[config.mk]
export PLATFORM = sky130hd
export DESIGN_NAME = pipe_stage_skid
export DESIGN_NICKNAME = d
export VERILOG_FILES = /design/src/rtl/pipe_pkg.sv /design/src/rtl/pipe_sat_counter.sv /design/src/rtl/pipe_stage_skid.sv
export SDC_FILE = /design/constraint.sdc
export NUM_CORES = 1
export LEC_CHECK = 0
export CORE_MARGIN = 10
export CORE_UTILIZATION = 38
export CTS_CLUSTER_SIZE = 40
export DETAILED_ROUTE_END_ITERATION = 10
export HOLD_SLACK_MARGIN = 0.06
export PLACE_DENSITY = 0.66
export SETUP_SLACK_MARGIN = 0.2
export SLEW_MARGIN = 20
export SYNTH_ARGS = -nofsm -noshare
export SYNTH_HDL_FRONTEND = slang
export SYNTH_SLANG_ARGS = --single-unit
[constraint.sdc]
create_clock -name clk -period 1.7 [get_ports clk]
set_input_delay 0.34 -clock clk [delete_from_list [all_inputs] [get_ports clk]]
set_output_delay 0.34 -clock clk [all_outputs]
set_load 0.005 [all_outputs]
[src/rtl/pipe_pkg.sv]
// pipe_pkg: shared types for the pipeline stage boundaries.
// Stage state encoding plus the packed payload layouts carried by
// pipe_stage_skid at each boundary.
package pipe_pkg;

    typedef enum logic [1:0] {
        EMPTY,
        FULL,
        SKID
    } pipe_state_t;

    typedef struct packed {
        logic [31:0] alu_result;
        logic [31:0] store_data;
        logic [4:0]  rd;
        logic        mem_read;
        logic        mem_write;
        logic        reg_write;
    } ex_mem_t;

    typedef struct packed {
        logic [31:0] result;
        logic [4:0]  rd;
        logic        reg_write;
    } mem_wb_t;

    localparam int EX_MEM_W = $bits(ex_mem_t);
    localparam int MEM_WB_W = $bits(mem_wb_t);

endpackage

[src/rtl/pipe_sat_counter.sv]
// pipe_sat_counter: W-bit event counter that sticks at all-ones.
// Cleared only by the asynchronous active-low reset.
module pipe_sat_counter #(
    parameter int W = 16
) (
    input  logic         clk,
    input  logic         rst,
    input  logic         enable,
    output logic [W-1:0] count
);

    // Count enabled cycles, holding once every bit is set.
    always_ff @(posedge clk or negedge rst) begin
        if (!rst) begin
            count <= '0;
        end else if (enable && (count != {W{1'b1}})) begin
            count <= count + {{(W-1){1'b0}}, 1'b1};
        end
    end

endmodule

[src/rtl/pipe_stage_skid.sv]
// pipe_stage_skid: valid/ready pipeline register with a one-entry skid
// buffer and synchronous flush. in_ready is a pure state decode, so there
// is no combinational path from out_ready back upstream.
// Optional: PIPE_STAGE_STATS_EN adds saturating stall/bubble counters.
//
//   state | meaning
//   EMPTY | no beat held
//   FULL  | main register holds a beat
//   SKID  | main and skid registers both hold beats, in_ready low
module pipe_stage_skid
    import pipe_pkg::*;
#(
    parameter int DATA_W = 32
`ifdef PIPE_STAGE_STATS_EN
    ,
    parameter int CNT_W  = 16
`endif
) (
    input  logic              clk,
    input  logic              rst,
    input  logic              flush,
    input  logic              in_valid,
    output logic              in_ready,
    input  logic [DATA_W-1:0] in_data,
    output logic              out_valid,
    input  logic              out_ready,
    output logic [DATA_W-1:0] out_data
`ifdef PIPE_STAGE_STATS_EN
    ,
    output logic [CNT_W-1:0]  stall_cnt,
    output logic [CNT_W-1:0]  bubble_cnt
`endif
);

    pipe_state_t       state;
    pipe_state_t       state_nxt;
    logic [DATA_W-1:0] main_data;
    logic [DATA_W-1:0] skid_data;
    logic              accept;
    logic              issue;
    logic              load_main;
    logic              main_from_skid;
    logic              load_skid;

    // Valid bits are implied by the state: main valid outside EMPTY,
    // skid valid only in SKID.
    assign in_ready  = (state != SKID);
    assign out_valid = (state != EMPTY);
    assign out_data  = main_data;
    assign accept    = in_valid & in_ready;
    assign issue     = out_valid & out_ready;

    // Next state and register load enables; flush overrides everything.
    always_comb begin
        state_nxt      = state;
        load_main      = 1'b0;
        main_from_skid = 1'b0;
        load_skid      = 1'b0;
        case (state)
            EMPTY: begin
                if (accept) begin
                    load_main = 1'b1;
                    state_nxt = FULL;
                end
            end
            FULL: begin
                if (accept && issue) begin
                    load_main = 1'b1;
                end else if (issue) begin
                    state_nxt = EMPTY;
                end else if (accept) begin
                    load_skid = 1'b1;
                    state_nxt = SKID;
                end
            end
            SKID: begin
                if (issue) begin
                    load_main      = 1'b1;
                    main_from_skid = 1'b1;
                    state_nxt      = FULL;
                end
            end
            default: state_nxt = EMPTY;
        endcase
        // Flushed beats are dropped by clearing validity; data just holds.
        if (flush) begin
            state_nxt = EMPTY;
            load_main = 1'b0;
            load_skid = 1'b0;
        end
    end

    // State register.
    always_ff @(posedge clk or negedge rst) begin
        if (!rst) begin
            state <= EMPTY;
        end else begin
            state <= state_nxt;
        end
    end

    // Main and skid payload registers.
    always_ff @(posedge clk or negedge rst) begin
        if (!rst) begin
            main_data <= '0;
            skid_data <= '0;
        end else begin
            if (load_main) begin
                main_data <= main_from_skid ? skid_data : in_data;
            end
            if (load_skid) begin
                skid_data <= in_data;
            end
        end
    end

`ifdef PIPE_STAGE_STATS_EN
    pipe_sat_counter #(.W(CNT_W)) u_stall_cnt (
        .clk    (clk),
        .rst    (rst),
        .enable (out_valid & ~out_ready),
        .count  (stall_cnt)
    );

    pipe_sat_counter #(.W(CNT_W)) u_bubble_cnt (
        .clk    (clk),
        .rst    (rst),
        .enable (~out_valid),
        .count  (bubble_cnt)
    );
`else
    // Statistics counters not built in this configuration.
`endif

endmodule

==> qor.csv <==
stage;metric;value;unit
run_status;outcome;finished clean;
placed_design;Port Buffers;70;
synthesis;Post-Syn Nets;224;
worst_setup_path;Worst Path Max Fanout;11;
clocking;Skew-Pair Late Insertion Delay;0.34;ns
worst_setup_path;critical path type;in2reg;
timing;Final Hold Fails;0;
floorplan;Initial Util;38.8;%
timing;Max Slew Vio Count;0;
floorplan;core area;8130;um2
clocking;# clock sinks;66;
worst_setup_path;CP Data Arrival Time;1.88;ns
clocking;CTS Buffer Depth;2;
grt;number of global-route vias before repair;2075;
clocking;clock root buffer;clkbuf_8;
layout;Final Core Density;56.2;%
min_path;Hold WC Path Type;reg2reg;
synthesis;syn avg cell area;16.9;um2
clocking;Clk pin slew, worst setup/hold paths;0.07;ns
layout;share of cells above drive strength 1;48.0;%
clocking;H-tree levels;3;
pwr;Worst IR Drop VDD;0.463;mV
placed_design;hpwl dp;4.42;mm
floorplan;DIE AREA;12400;um2
layout;most common cell after layout, fill and taps aside;dfrtp_1;
timing;final period utilization;98.1;%
drt;drt pass-1 iters;3;
worst_setup_path;worst reg-to-reg path cell count;7;
timing;Slew @ Worst Pin;0.378;ns
timing;Setup violations, final;0;
layout;nets;329;
floorplan;DIE HEIGHT;111;um
layout;ANT cells;0;
floorplan;I/O pin total;71;
floorplan;chip width;111;um
grt;antenna violations before repair;0;
layout;Synth-to-Final Area Change;44.6;%
min_path;Hold Path Depth;1;
synthesis;post-synth top area share;52.3;%
placed_design;gpl congestion;0.699;
timing;Tmin final;1.67;ns
timing;Peak Freq;600;MHz
drt;via count;1904;
timing;RSZ-0062 raised after global routing;true;
synthesis;synth top area cells;dfrtp_1, mux2_4, mux2_2, mux2_1, buf_6;
placed_design;DP Area;4080;um2
drt;Antenna Nets Post-Route;0;
grt;pin count of the biggest net entering global routing;67;
flow_run;Max Cap Viol;0;
layout;most frequent cells in the layout;dfrtp_1, mux2_4, clkdlybuf4s50_1;
synthesis;register bit total from synthesis;66;
worst_setup_path;Worst Setup End Kind;flop;
drt;DR WL/cell;17.9;um
synthesis;synthesized area;3160;um2
drt;number of DRC markers in iteration 0;40;
grt;global-route wire length before repair;11.5;mm
drt;DRC;0;
clocking;CTS tree;done;
pwr;Leakage;2.20;nW
placed_design;dpl cells;364;
layout;FILL cells;670;
drt;drt via density;4.75;
layout;final instance area;4570;um2
drt;routed wire length;7.17;mm
grt;All-Layer GR Usage;11.5;%
worst_setup_path;startpoint class of the critical path;primary input;
worst_setup_path;flop2flop setup slack;0.03;ns
timing;skew final;0.00839;ns
pwr;pwr/cell area;949;nW/um2
synthesis;sequential area share after synthesis;52.3;%
worst_setup_path;Worst Path Required;1.91;ns
floorplan;row cnt;33;
synthesis;Cell variety after synth;21;
clocking;CTS buffer count;9;
synthesis;Synth Instances;187;
timing;Rel. slew slack;74.8;%
synthesis;Synth area leader;dfrtp_1;
synthesis;Synth warnings;0;
layout;Finished Layout Cells;401;
grt;gr ovfl total;0;
[metal layers]
layer	wire length, um	part of all wire (%)	GRT usage, %
met5	0	0	0
met4	93	1.3	4.37
met3	377	5.3	4.00
met2	3610	50	19.0
met1	3090	43	13.3
[final cells by class]
class | count | area [um2] | area share [%]
sequential | 66 | 1650 | 36.2
clock inverter | 4 | 20.0 | 0.438
timing repair buffer | 103 | 1160 | 25.5
inverter | 1 | 3.75 | 0.0822
tap | 105 | 131 | 2.88
multi-input combinational | 111 | 1470 | 32.1
clock buffer | 11 | 131 | 2.88
[worst max-delay path: stages]
cell             delay [ns]
clkdlybuf4s50_1        0.47
and2b_2                0.21
o21ai_4                0.07
a21oi_4                0.18
buf_4                  0.15
buf_12                 0.14
mux2_4                 0.31
[power breakdown]
| part | switching (W) | internal (W) |
|---|---|---|
| clock network | 0.000583 | 0.000512 |
| logic | 0.000334 | 0.000768 |
| registers | 0.000195 | 0.00194 |
| total | 0.00111 | 0.00322 |
[state kept, by name (all words and copies together) (netlist names)]
| name | flops |
|---|---|
| state | 2 |
| out_data | 32 |
| skid_data | 32 |
[worst paths after layout]
kind / from / endpoint
worst min register to register: skid_data[8] / skid_data[8]
worst max-delay path: in_valid / out_data[23]
worst max register to register: state[0] / out_data[23]
max in group asynchronous: rst / skid_data[0]
min in group asynchronous: rst / state[0]
worst min-delay path: skid_data[8] / skid_data[8]
[Yosys cell counts]
cell,count
a21oi_1,2
nor3_1,1
or2_2,1
nand2b_1,1
buf_2,3
nor3b_1,1
buf_6,6
a21oi_4,1
inv_1,1
dfrtp_1,66
and2b_1,1
mux2_1,10
mux2_4,60
nor2b_1,1
o21bai_1,1
nor2_1,1
mux2_2,26
o21ai_2,1
nand2_4,1
nand3_1,1
nor2b_4,1
[logic make-up (layout without fill, tap and decap cells)]
logic type             count (synthesis)  after routing  synth area share [%]
AO/OA/AOI/OAI                          5              5                  1.35
flip-flops                            66             66                  52.3
multiplexers                          96             96                  41.3
AND/OR/NAND/NOR                       10             10                  2.30
buffers and inverters                 10            119                  2.73
[through the flow]
step / hold WS [ns] / setup WS, ns / total power (W) / TNS [ns]
3_3_place_gp: 0.390 / -0.266 / 0.00325 / -13.64
2_1_floorplan: 0.0444 / 0.172 / 0.00270 / 0
5_1_grt: 0.519 / -0.0254 / 0.00460 / -0.208
3_5_place_dp: 0.388 / -0.315 / 0.00329 / -15.41
6_report: 0.494 / 0.0320 / 0.00434 / 0
4_1_cts: 0.500 / 0.0521 / 0.00437 / 0
[what timing repair did]
item	4_1_cts	5_1_grt
hold buffers	1	0
gates resized for setup	52	3
buffers inserted	10	2
hold endpoints to repair	66	0
setup endpoints to repair	98	66
gates cloned	5	4
pin swaps	2	0
No activity file was read; power rests on OpenSTA's default activity.
